--- config.mk ---
export PLATFORM = sky130hd
export DESIGN_NAME = cache_arbiter
export DESIGN_NICKNAME = d
export VERILOG_FILES = /design/src/rtl/cache_arbiter_pkg.sv /design/src/rtl/cache_arbiter.sv
export SDC_FILE = /design/constraint.sdc
export NUM_CORES = 1
export LEC_CHECK = 0
export ABC_AREA = 1
export ABC_CLOCK_PERIOD_IN_PS = 5000
export CAP_MARGIN = 5
export CORE_AREA = 2 2 545 547
export CTS_BUF_LIST = sky130_fd_sc_hd__clkbuf_8
export DETAILED_ROUTE_END_ITERATION = 8
export DIE_AREA = 0 0 547 549
export PLACE_DENSITY = 0.3
export SLEW_MARGIN = 20
export SYNTH_ARGS = -nofsm -noshare
export SYNTH_HDL_FRONTEND = slang
export SYNTH_SLANG_ARGS = --single-unit
--- constraint.sdc ---
create_clock -name clk -period 5 [get_ports clk]
set_input_delay 1.25 -clock clk [delete_from_list [all_inputs] [get_ports clk]]
set_output_delay 1.25 -clock clk [all_outputs]
set_load 0.005 [all_outputs]
--- src/rtl/cache_arbiter_pkg.sv ---
// Shared types for the RV32I memory hierarchy: arbiter state encoding and
// the default cache-line width used by the caches and the arbiter.
package rv32i_types;

    localparam int LINE_W_DEFAULT = 256;

    typedef enum logic [1:0] {
        IDLE    = 2'd0,
        SERVE_I = 2'd1,
        SERVE_D = 2'd2
    } arb_state_t;

endpackage

--- src/rtl/cache_arbiter.sv ---
// Two-port cache arbiter: multiplexes I-cache line reads and D-cache line
// reads/writes onto one physical-memory port. D has priority, but I is let
// through once D has been granted STARVE_MAX times in a row while I waited.
// Each transaction drives memory only from values latched at grant, and an
// IDLE cycle always separates transactions.
module cache_arbiter
    import rv32i_types::*;
#(
    parameter int LINE_W     = LINE_W_DEFAULT,
    parameter int STARVE_MAX = 2
) (
    input  logic              clk,
    input  logic              rst,
    // I-cache side
    input  logic              i_read,
    input  logic [31:0]       i_address,
    output logic [LINE_W-1:0] i_rdata,
    output logic              i_resp,
    // D-cache side
    input  logic              d_read,
    input  logic              d_write,
    input  logic [31:0]       d_address,
    input  logic [LINE_W-1:0] d_wdata,
    output logic [LINE_W-1:0] d_rdata,
    output logic              d_resp,
    // physical memory side
    output logic              pmem_read,
    output logic              pmem_write,
    output logic [31:0]       pmem_address,
    output logic [LINE_W-1:0] pmem_wdata,
    input  logic [LINE_W-1:0] pmem_rdata,
    input  logic              pmem_resp
);

    localparam logic [1:0] STARVE_LIM = 2'(STARVE_MAX);

    arb_state_t        r_state;
    arb_state_t        w_next;
    logic [31:0]       r_addr;
    logic              r_write;
    logic [LINE_W-1:0] r_wdata;
    logic [1:0]        r_starve;

    logic              w_d_req;
    logic              w_i_forced;
    logic              w_grant_d;
    logic              w_grant_i;
    logic [1:0]        w_starve_inc;

    assign w_d_req      = d_read | d_write;
    // I overrides D only once D has used up its run of consecutive grants
    assign w_i_forced   = i_read && (r_starve == STARVE_LIM);
    assign w_grant_d    = (r_state == IDLE) && (w_next == SERVE_D);
    assign w_grant_i    = (r_state == IDLE) && (w_next == SERVE_I);
    assign w_starve_inc = (r_starve == STARVE_LIM) ? r_starve : r_starve + 2'd1;

    // State, request latches and starvation counter
    always_ff @(posedge clk) begin
        if (rst) begin
            r_state  <= IDLE;
            r_addr   <= '0;
            r_write  <= 1'b0;
            r_wdata  <= '0;
            r_starve <= '0;
        end else begin
            r_state <= w_next;
            if (w_grant_d) begin
                r_addr   <= d_address;
                // read+write together is serviced as a write
                r_write  <= d_write;
                r_wdata  <= d_wdata;
                r_starve <= i_read ? w_starve_inc : 2'd0;
            end else if (w_grant_i) begin
                r_addr   <= i_address;
                r_write  <= 1'b0;
                r_starve <= 2'd0;
            end
        end
    end

    // Next state: arbitrate in IDLE, leave SERVE on the memory response
    always_comb begin
        w_next = r_state;
        case (r_state)
            IDLE: begin
                if (w_d_req && !w_i_forced)
                    w_next = SERVE_D;
                else if (i_read)
                    w_next = SERVE_I;
            end
            SERVE_I, SERVE_D: begin
                if (pmem_resp)
                    w_next = IDLE;
            end
            default: w_next = IDLE;
        endcase
    end

    // Outputs: memory driven purely from latches; resp only from the owning state
    always_comb begin
        pmem_read    = 1'b0;
        pmem_write   = 1'b0;
        pmem_address = r_addr;
        pmem_wdata   = r_wdata;
        i_resp       = 1'b0;
        d_resp       = 1'b0;
        i_rdata      = pmem_rdata;
        d_rdata      = pmem_rdata;
        case (r_state)
            SERVE_I: begin
                pmem_read = 1'b1;
                i_resp    = pmem_resp;
            end
            SERVE_D: begin
                pmem_read  = !r_write;
                pmem_write = r_write;
                d_resp     = pmem_resp;
            end
            default: ;
        endcase
    end

endmodule
* After elaboration in Yosys (flattened, before gate mapping)
Index checks and enable logic that the tools add are counted.
** Word-level totals
- Register bits after elaboration :: 293
- Logic and storage cells :: 39
- Input port bits :: 582
- Output and inout bits :: 804
** Cells by class
- Muxes and demuxes :: 16
- Equality and inequality tests :: 6
- Bitwise operators :: 1
- Add/subtract/negate cells :: 1
- Reductions and logical operators :: 10
** Operators by type and width (number)
- 32-bit 2-to-1 mux :: 2
- 2-bit 2-to-1 mux :: 7
- 2-bit equality test, second input constant :: 3
- 1-bit 2-to-1 mux :: 5
- 2-bit by 1-bit equality test with 1-bit output, second input constant :: 2
- 1-bit logical AND :: 4
- 2-bit case mux with 2 select lines :: 1
- 3-bit != test, second input constant :: 1
- 2-bit by 1-bit adder with 2-bit output, second input constant :: 1
- 1-bit zero test :: 2
- 2-bit zero test :: 1
- 1-bit case mux with 2 select lines :: 1
- 2-bit AND reduction :: 1
- 2-bit nonzero test :: 1
- 2-bit OR reduction :: 1
- 1-bit bitwise OR :: 1

* Depth between registers and ports, before layout
Gate-level depths: netlist (run 1).
- Depth in word-level cells :: 10
- Mapped depth :: 13
- Mapped depth without buffers :: 12

* Worst setup path after synthesis (run 1)
No wires, ideal clock.
- Kind :: input port to output port
- Start point :: input pmem_rdata[0]
- End point :: output d_rdata[0]
- Arrival time :: 1.361 ns
- Buffers on the path :: 1
- Path slack :: 2.389 ns
- Stages :: 1
- Data required time :: 3.750 ns
- Cells stage by stage :: buf_4
** RTL lines
- start, declared :: RTL line cache_arbiter.sv:31 : input logic [LINE_W-1:0] pmem_rdata,
- end, declared :: RTL line cache_arbiter.sv:24 : output logic [LINE_W-1:0] d_rdata,
No word-level cell between the ends.

* Final worst setup path (run 1)
- Start point :: input pmem_resp
- End point :: output i_resp
** Between the ends
- Cells in the longest elaborated chain, start to end :: 1
** Ends and longest elaborated chain
- start, declared :: RTL line cache_arbiter.sv:32 : input logic pmem_resp
- 1-bit 2-to-1 mux :: RTL line cache_arbiter.sv:109 : case (r_state)
- end, declared :: RTL line cache_arbiter.sv:18 : output logic i_resp,
Every way passes these cells.

==> impl_metrics.toml, run 1 <==
[place]
numPortBuffers = 617
place_inst = 5893
dp_hpwl_um = 150000
place_area_mm2 = 0.0217
place.gp.congestion = 0.800
dp_slack_ns = 0.754

[power_and_ir_drop]
p_clk_share_pct = 32.5
ir_drop_mv = 0.163
power_density_mw_per_mm2 = 447
combinationalPowerShare_pct = 36.6
power.leakage_nw = 7.92
power.share.switching_pct = 39.0
pwr-share-seq_pct = 30.9
p_switching_mw = 4.07
p_int_mw = 6.35

[timing]
worst_slew_pin_slew_ns = 0.812
fin_setup_tns_ns = 0
rsz0062_at_grt = "no"
setup_viol = 0
finalHoldViolCount = 0
fin_crit_sh_pct = 83.0
fmaxAchievable_mhz = 241
min_period_ns = 4.15
setup_ws_ns = 0.850
skew_ns = 0.0757
slew-limit-headroom_pct = 45.8
drv_slew = 0

[clock_tree]
cts_setup_buffers = 0
clockBufferDepth = 4
cts_sinks = 293
ctsResizeCount = 0
numCtsBuffers = 80
path_clk_slew_ns = 0.05
cts-htree-levels = 3
clock-root-buffer = "clkbuf_8"
clkLatencyLatePin_ns = 0.88
postCtsHoldBufs = 0
cts_tree = "done"

[detailed_routing]
wirelength_um = 172000
routedWlPerCell_um = 28.6
drt-pass1-iter-count = 5
vias = 13800
viasPerCell = 2.30
drc = 0
antenna_left = 0
drtIter0Drc = 543

[worst_setup_path]
crit_start = "pmem_resp"
worst-path-max-fanout = 3
rr_endpoint = "pmem_address[31]"
reg2reg_depth = 10
timing.rr.start = "r_state[0]"
path_class = "primary input to output port"
worstPathArrival_ns = 2.90
cp-endpoint = "i_resp"
worst_setup_path_end_kind = "output port"
critPathLaunchType = "primary input"
r2r_slack_ns = 2.57
cp.required_ns = 3.75

[cells_and_area]
final_common_cell = "clkdlybuf4s50_1"
drive_gt1_share_pct = 6.63
fill_cells = 34600
final_core_util_pct = 7.90
design.final.nets = 2623
layout_common_cells = "clkdlybuf4s50_1 (616), nor2_1 (520), dfxtp_1 (293)"
fin_cells = 6030
postLayoutCellArea_mm2 = 0.0233
syn_to_final_growth_pct = 57.0

[status]
status = "finished clean"

[grt]
grt_usage_pct = 11.0
grt_max_degree = 92
grt_pass1_wl_um = 204000
overflow = 0
antenna_found_initial = 116
first_global_vias = 14000

[logic_synthesis]
synthCells = 1936
synth-warning-count = 0
synthesis.nets = 2523
netlist_area_mm2 = 0.0148
synth-seq-cells = 293
avgSynthCellArea_um2 = 7.66
ys_types = 22
seq_area_frac_synth_pct = 39.5

[die]
core_area_mm2 = 0.295
rows = 200
die_h_um = 549
start_util_pct = 5.03
dieArea_mm2 = 0.300
ioPinCount = 1386
dieWidth_um = 547

[hold_path]
hold_path_class = "register to register"

[run]
max_cap_viol_count = 0
[per-stage QoR]
stage	total power, mW	hold WS [ns]
after floorplan	4.82	0.439
after global routing	11.3	0.504
final	10.4	0.480
after CTS	10.8	0.471
after detailed placement	7.21	0.463
after global placement	7.24	0.452
[power groups by stage]
| stage | combinational [mW] | sequential (mW) | clock [mW] |
|---|---|---|---|
| detailed placement | 3.96 | 3.25 | 0 |
| global placement | 4.00 | 3.25 | 0 |
| global route | 4.28 | 3.29 | 3.68 |
| CTS | 3.99 | 3.22 | 3.62 |
| finish | 3.81 | 3.22 | 3.39 |
| floorplan | 1.57 | 3.25 | 0 |
[registers in the layout (all words and copies together), names as in the netlist]
name / cells
pmem_wdata: 256
r_starve: 2
pmem_address: 32
r_state: 2
r_write: 1
[synthesized netlist by cell type (all sizes together)]
| cell type | count | area (um2) |
|---|---|---|
| dfxtp | 293 | 5870 |
| o21ai | 258 | 1300 |
| ha | 5 | 62.6 |
| nand3 | 68 | 345 |
| nor2 | 521 | 1960 |
| o21bai | 32 | 240 |
| inv | 50 | 188 |
| o21a | 1 | 7.51 |
| buf | 579 | 4340 |
| nand2 | 51 | 201 |
| a21oi | 37 | 185 |
| clkbuf | 41 | 154 |
[final cells by class]
type | instances | area [um2] | share of cell area, %
repair buffers | 638 | 6430 | 27.6
diodes | 9 | 22.5 | 0.0967
well taps | 3939 | 4930 | 21.2
inverters | 50 | 195 | 0.838
flip-flops and latches | 293 | 5870 | 25.2
clock inverters | 37 | 300 | 1.29
multi-input cells | 973 | 4310 | 18.5
clock buffers | 91 | 1250 | 5.38
[worst max-delay path, stage by stage]
cell and delay (ns):
clkdlybuf4s50_1 0.79, nand2_1 0.19, inv_1 0.13, clkdlybuf4s50_1 0.53
[kinds of logic after synthesis]
family                     count (synthesis)  synth area share (%)
adders and majority gates                  5                 0.422
AOI/OAI and AO/OA                        328                  11.6
DFF                                      293                  39.5
buffers and inverters                    670                  31.5
and+or+nand+nor                          640                  16.9
[routing by layer]
metal  share of wire, %  track usage, %  vias to the layer above
li1                   -               -                     5830
met4                4.2            3.90                       10
met2                 45            18.0                     1526
met3                 26            13.3                      428
met1                 24            7.56                     6048
met5               0.14           0.491                        -
[worst min path at each step]
stage                  endpoint  slack, ns        startpoint  depth (start not counted)
6_report            r_starve[0]       0.48       r_starve[0]                          2
5_1_grt        pmem_address[13]       0.50  pmem_address[13]                          2
3_5_place_dp        r_starve[0]       0.46       r_starve[0]                          2
3_3_place_gp        r_starve[0]       0.45       r_starve[0]                          2
2_1_floorplan       r_starve[0]       0.44       r_starve[0]                          2
4_1_cts             r_starve[0]       0.47       r_starve[0]                          2
Note: power is estimated with default switching activity, not from simulation.
==> run 2, diff against run 1 <==
ABC_CLOCK_PERIOD_IN_PS = 3600   (was 5000)
clock period = 3.6 ns   (was 5 ns; I/O delays follow)
==> run 2 against run 1 <==
  * Count of clock-buffer cells in the layout is 5 lower
  * Clock skew is 0.011 ns higher
  * Flip-flop and latch count did not move
  * Setup slack got worse by 0.47 ns
  * First-iteration DRC count grew 27%
  * Via count down 1.2%
  * Global-route usage decreased by 0.090 points
  * Combinational power up 39%
  * Worst hold slack got worse by 0.0035 ns
  * Largest power group unchanged
  * Cell count fell by 0.17%
  * Wire length decreased by 0.59%
==> impl_metrics.toml, run 2 (synthesized netlist as in run 1, its figures left out) <==
[status]
status = "finished clean"

[power_and_ir_drop]
power_density_mw_per_mm2 = 606
p_int_mw = 8.52
power.leakage_nw = 7.87
combinationalPowerShare_pct = 37.7
p_switching_mw = 5.52
power.share.switching_pct = 39.3
ir_drop_mv = 0.230
p_clk_share_pct = 30.3
pwr-share-seq_pct = 32.1

[cells_and_area]
multi_input_area_mm2 = 0.00431
fill_cells = 34500
layout_common_cells = "clkdlybuf4s50_1 (614), nor2_1 (520), dfxtp_1 (293)"
fin_cells = 6020
final_common_cell = "clkdlybuf4s50_1"
drive_gt1_share_pct = 6.36
syn_to_final_growth_pct = 56.3
design.final.nets = 2621
regArea_mm2 = 0.00587
largest_register_ffs = 256

[detailed_routing]
drc = 0
antenna_left = 0
drtIter0Drc = 688
routedWlPerCell_um = 28.5
drt-pass1-iter-count = 5
wirelength_um = 171000
vias = 13700
viasPerCell = 2.27

[place]
place.gp.congestion = 0.784
dp_hpwl_um = 150000
numPortBuffers = 617
place_inst = 5897

[timing]
slew-limit-headroom_pct = 61.6
worst_slew_pin_slew_ns = 0.575
setup_viol = 0
fin_crit_sh_pct = 89.4
drv_slew = 0
finalHoldViolCount = 0
rsz0062_at_grt = "no"
fin_setup_tns_ns = 0
fmaxAchievable_mhz = 311
min_period_ns = 3.22
skew_ns = 0.0870

[worst_setup_path]
cpPeakStageDelay_ns = 0.47
cp_slowest_cell = "clkdlybuf4s50_1"
worstPathArrival_ns = 2.32
critPathBufInv = 3
cp.depth = 6
critPathLaunchType = "register"
crit_chain = "inv_1, ha_1, inv_1, nor2_1, o21a_1, clkdlybuf4s50_1"
reg2reg_depth = 10
cp.required_ns = 2.70
crit_family = "buffers and inverters"
crit_path_frequent_cell = "inv_1"
worst_setup_path_end_kind = "output port"
path_class = "register to output port"
worst-path-max-fanout = 5

[grt]
overflow = 0
grt_max_degree = 89
first_global_vias = 13700
grt_usage_pct = 11.0
antenna_found_initial = 95
grt_pass1_wl_um = 203000

[clock_tree]
path_clk_slew_ns = 0.06
cts_sinks = 293
ctsResizeCount = 0
postCtsHoldBufs = 0
cts_tree = "done"
clockBufferDepth = 4
cts-htree-levels = 3
numCtsBuffers = 74
clkLatencyLatePin_ns = 0.86
clock-root-buffer = "clkbuf_8"
cts_setup_buffers = 0

[die]
dieArea_mm2 = 0.300
core_area_mm2 = 0.295
rows = 200
start_util_pct = 5.03
dieWidth_um = 547
ioPinCount = 1386
die_h_um = 549

[run]
max_cap_viol_count = 0

[hold_path]
worstHoldPathCells = 2
hold_path_class = "register to register"
run 2: cell types whose count changed in the layout (fill, tap and decap cells not counted):
| cell | change |
|---|---|
| clkbuf_8 | -5 |
| buf_12 | +4 |
| clkinv_2 | -4 |
| bufinv_16 | -3 |
| diode_2 | -3 |
| buf_4 | +2 |
| clkdlybuf4s50_1 | -2 |
| inv_6 | +2 |
| clkinv_8 | -1 |
| clkinvlp_4 | -1 |
| inv_1 | +1 |
run 2: routing by layer:
metal | track usage, % | part of all wire [%] | wire [um] | vias to the layer above
li1 | - | - | - | 5814
met1 | 7.74 | 25 | 43100 | 5994
met3 | 12.5 | 25 | 42500 | 379
met4 | 3.76 | 3.9 | 6610 | 14
met5 | 1.23 | 0.33 | 562 | -
met2 | 18.1 | 46 | 78500 | 1476
run 2: final cells by class:
| type | instances | share of cell area, % |
|---|---|---|
| Timing Repair Buffer | 642 | 28.0 |
| Sequential cell | 293 | 25.3 |
| Tap cell | 3939 | 21.3 |
| Multi-Input combinational cell | 973 | 18.6 |
| Clock buffer | 86 | 5.10 |
| Inverter | 50 | 0.842 |
| Clock inverter | 31 | 0.809 |
| Antenna cell | 6 | 0.0648 |
run 2: path summary, 6_finish.rpt:
kind	start	to	slack [ns]
max	r_state[0]	pmem_read	0.38
max reg2reg	r_state[0]	pmem_address[4]	1.25
min	r_starve[0]	r_starve[0]	0.48
min reg2reg	r_starve[0]	r_starve[0]	0.48
run 2: power by group through the flow:
stage	clock network (mW)	registers (mW)	logic, mW
final	4.25	4.50	5.29
after global routing	4.63	4.60	5.86
after CTS	4.57	4.51	5.49
after detailed placement	0	4.55	5.44
after global placement	0	4.55	5.50
after floorplan	0	4.51	2.18
run 2: worst min-delay path: stages, from the launching register on:
cell and delay, ns:
dfxtp_1 0.31, nand2_1 0.06, a21oi_1 0.06
run 2: per-stage QoR:
stage | hold WS [ns] | worst slack, ns | power [mW] | area [um2] | utilization (%)
floorplan | 0.439 | 1.59 | 6.69 | 14800 | -
global placement | 0.455 | 0.377 | 10.0 | 21800 | 7.39
detailed placement | 0.475 | 0.525 | 9.99 | 21800 | 7.39
CTS | 0.439 | 0.214 | 14.6 | 23200 | 7.85
global route | 0.492 | 0.189 | 15.1 | 23200 | 7.86
finish | 0.476 | 0.383 | 14.0 | 23200 | 7.86
==> run 3, diff against run 2 <==
==> constraint.sdc (replaced) <==
create_clock -name clk -period 3.6 [get_ports clk]
set_input_delay 0.9 -clock clk [delete_from_list [all_inputs] [get_ports clk]]
set_output_delay 0.9 -clock clk [all_outputs]
set_load 0.05 [all_outputs]
==> run 3 against run 2 <==
  * Cell count is 0.25% higher
  * Power grew 21%
  * Maximum frequency down 4.8%
  * Non-clock buffer count up 4
  * Utilization rose by 0.074 points
  * Critical path type unchanged
  * Critical endpoint is now pmem_write
==> impl_metrics.toml, run 3 (synthesized netlist as in run 1, its figures left out) <==
[status]
status = "finished clean"

[detailed_routing]
routedWlPerCell_um = 28.4
antenna_left = 0
drt-pass1-iter-count = 5
drc = 0
vias = 13700
viasPerCell = 2.26
drtIter0Drc = 705
wirelength_um = 171000

[timing]
skew_ns = 0.0917
fin_crit_sh_pct = 93.9
fin_setup_tns_ns = 0
worst_slew_pin_slew_ns = 0.948
setup_ws_ns = 0.221
fmaxAchievable_mhz = 296
min_period_ns = 3.38
finalHoldViolCount = 0
rsz0062_at_grt = "no"
slew-limit-headroom_pct = 36.6
drv_slew = 0
setup_viol = 0

[grt]
grt_usage_pct = 11.0
grt_pass1_wl_um = 203000
met1_usage_pct = 7.58
grt-busiest-layer = "met2"
use_met2_pct = 18.0
grt_max_degree = 91
antenna_found_initial = 92
overflow = 0
first_global_vias = 13900
grt_use_met3_pct = 12.8

[cells_and_area]
design.final.nets = 2625
syn_to_final_growth_pct = 57.7
fill_cells = 34500
fin_cells = 6035
layout_common_cells = "clkdlybuf4s50_1 (610), nor2_1 (520), dfxtp_1 (293)"
drive_gt1_share_pct = 7.33
final_common_cell = "clkdlybuf4s50_1"
largest_register_ffs = 256

[worst_setup_path]
worst_setup_path_end_kind = "output port"
critPathLaunchType = "register"
cp_slowest_cell = "clkdlybuf4s50_1"
worst-path-max-fanout = 5
crit_path_frequent_cell = "inv_1"
critPathBufInv = 3
crit_chain = "inv_1, ha_1, nand2_1, inv_1, clkdlybuf4s50_1"
r2r_slack_ns = 1.20
crit_family = "buffers and inverters"
cpPeakStageDelay_ns = 0.83
path_class = "register to output port"
worstPathArrival_ns = 2.48
cp.required_ns = 2.70

[place]
numPortBuffers = 617
dp_slack_ns = 0.525
dp_hpwl_um = 150000
place.gp.congestion = 0.783
place_inst = 5901

[clock_tree]
ctsResizeCount = 1
numCtsBuffers = 74
path_clk_slew_ns = 0.05
cts_tree = "done"
cts-htree-levels = 3
clock-root-buffer = "clkbuf_8"
postCtsHoldBufs = 0
clockBufferDepth = 4
clkLatencyLatePin_ns = 0.88
cts_sinks = 293
cts_setup_buffers = 0

[power_and_ir_drop]
power_density_mw_per_mm2 = 724
combinationalPowerShare_pct = 46.3
power.share.switching_pct = 48.1
power.leakage_nw = 7.96
pwr-share-seq_pct = 26.5
p_clk_share_pct = 27.2
p_switching_mw = 8.15
p_int_mw = 8.79
ir_drop_mv = 0.256

[die]
dieArea_mm2 = 0.300
rows = 200
ioPinCount = 1386
start_util_pct = 5.03
die_h_um = 549
core_area_mm2 = 0.295
dieWidth_um = 547

[hold_path]
hold_path_class = "register to register"

[run]
max_cap_viol_count = 0
[run 3: cell types whose count changed in the layout (fill, tap and decap cells not counted), sizes merged, moves of 2 or more]
| cell | previous run | this run |
|---|---|---|
| clkbuf | 86 | 94 |
| buf | 28 | 35 |
| inv | 74 | 68 |
| clkdlybuf4s50 | 614 | 610 |
| clkinv | 4 | 7 |
| diode | 6 | 9 |
| clkinvlp | 1 | 3 |
[run 3: routing by layer]
metal / routed length, um / vias up
li1: - / 5844
met5: 633 / -
met2: 78400 / 1456
met1: 41800 / 5944
met4: 7020 / 12
met3: 43700 / 402
[run 3: metrics by stage]
step	instance area [um2]	hold slack [ns]	util [%]	power, mW
6_report	23400	0.488	7.93	16.9
2_1_floorplan	14800	0.439	-	10.4
3_3_place_gp	21900	0.454	7.41	12.6
5_1_grt	23400	0.503	7.93	18.1
4_1_cts	23400	0.442	7.93	17.5
3_5_place_dp	21900	0.473	7.41	12.6
[run 3: worst paths after layout]
path,to,cells after the start,startpoint
worst max-delay path,pmem_write,5,r_state[0]
worst min-delay path,r_starve[0],2,r_starve[0]
worst min register to register,r_starve[0],2,r_starve[0]
worst max register to register,pmem_address[8],10,r_state[0]
[run 3: worst min-delay path, cell delays in order, from the launching register on]
cell     delay, ns
dfxtp_1       0.32
nand2_1       0.07
a21oi_1       0.05
[run 3: layout make-up]
type	instances	area (um2)	area share (%)
diodes	9	22.5	0.0962
well taps	3939	4930	21.1
flip-flops and latches	293	5870	25.1
clock inverters	31	229	0.978
inverters	50	195	0.834
repair buffers	646	6560	28.0
clock buffers	94	1290	5.53
multi-input cells	973	4310	18.4
[run 3: power by group through the flow]
stage	Sequential (mW)	Clock, mW	Combinational, mW
after CTS	4.50	4.92	8.07
final	4.50	4.60	7.84
after floorplan	7.09	0	3.26
after global routing	4.59	4.98	8.49
after detailed placement	4.54	0	8.03
after global placement	4.53	0	8.09
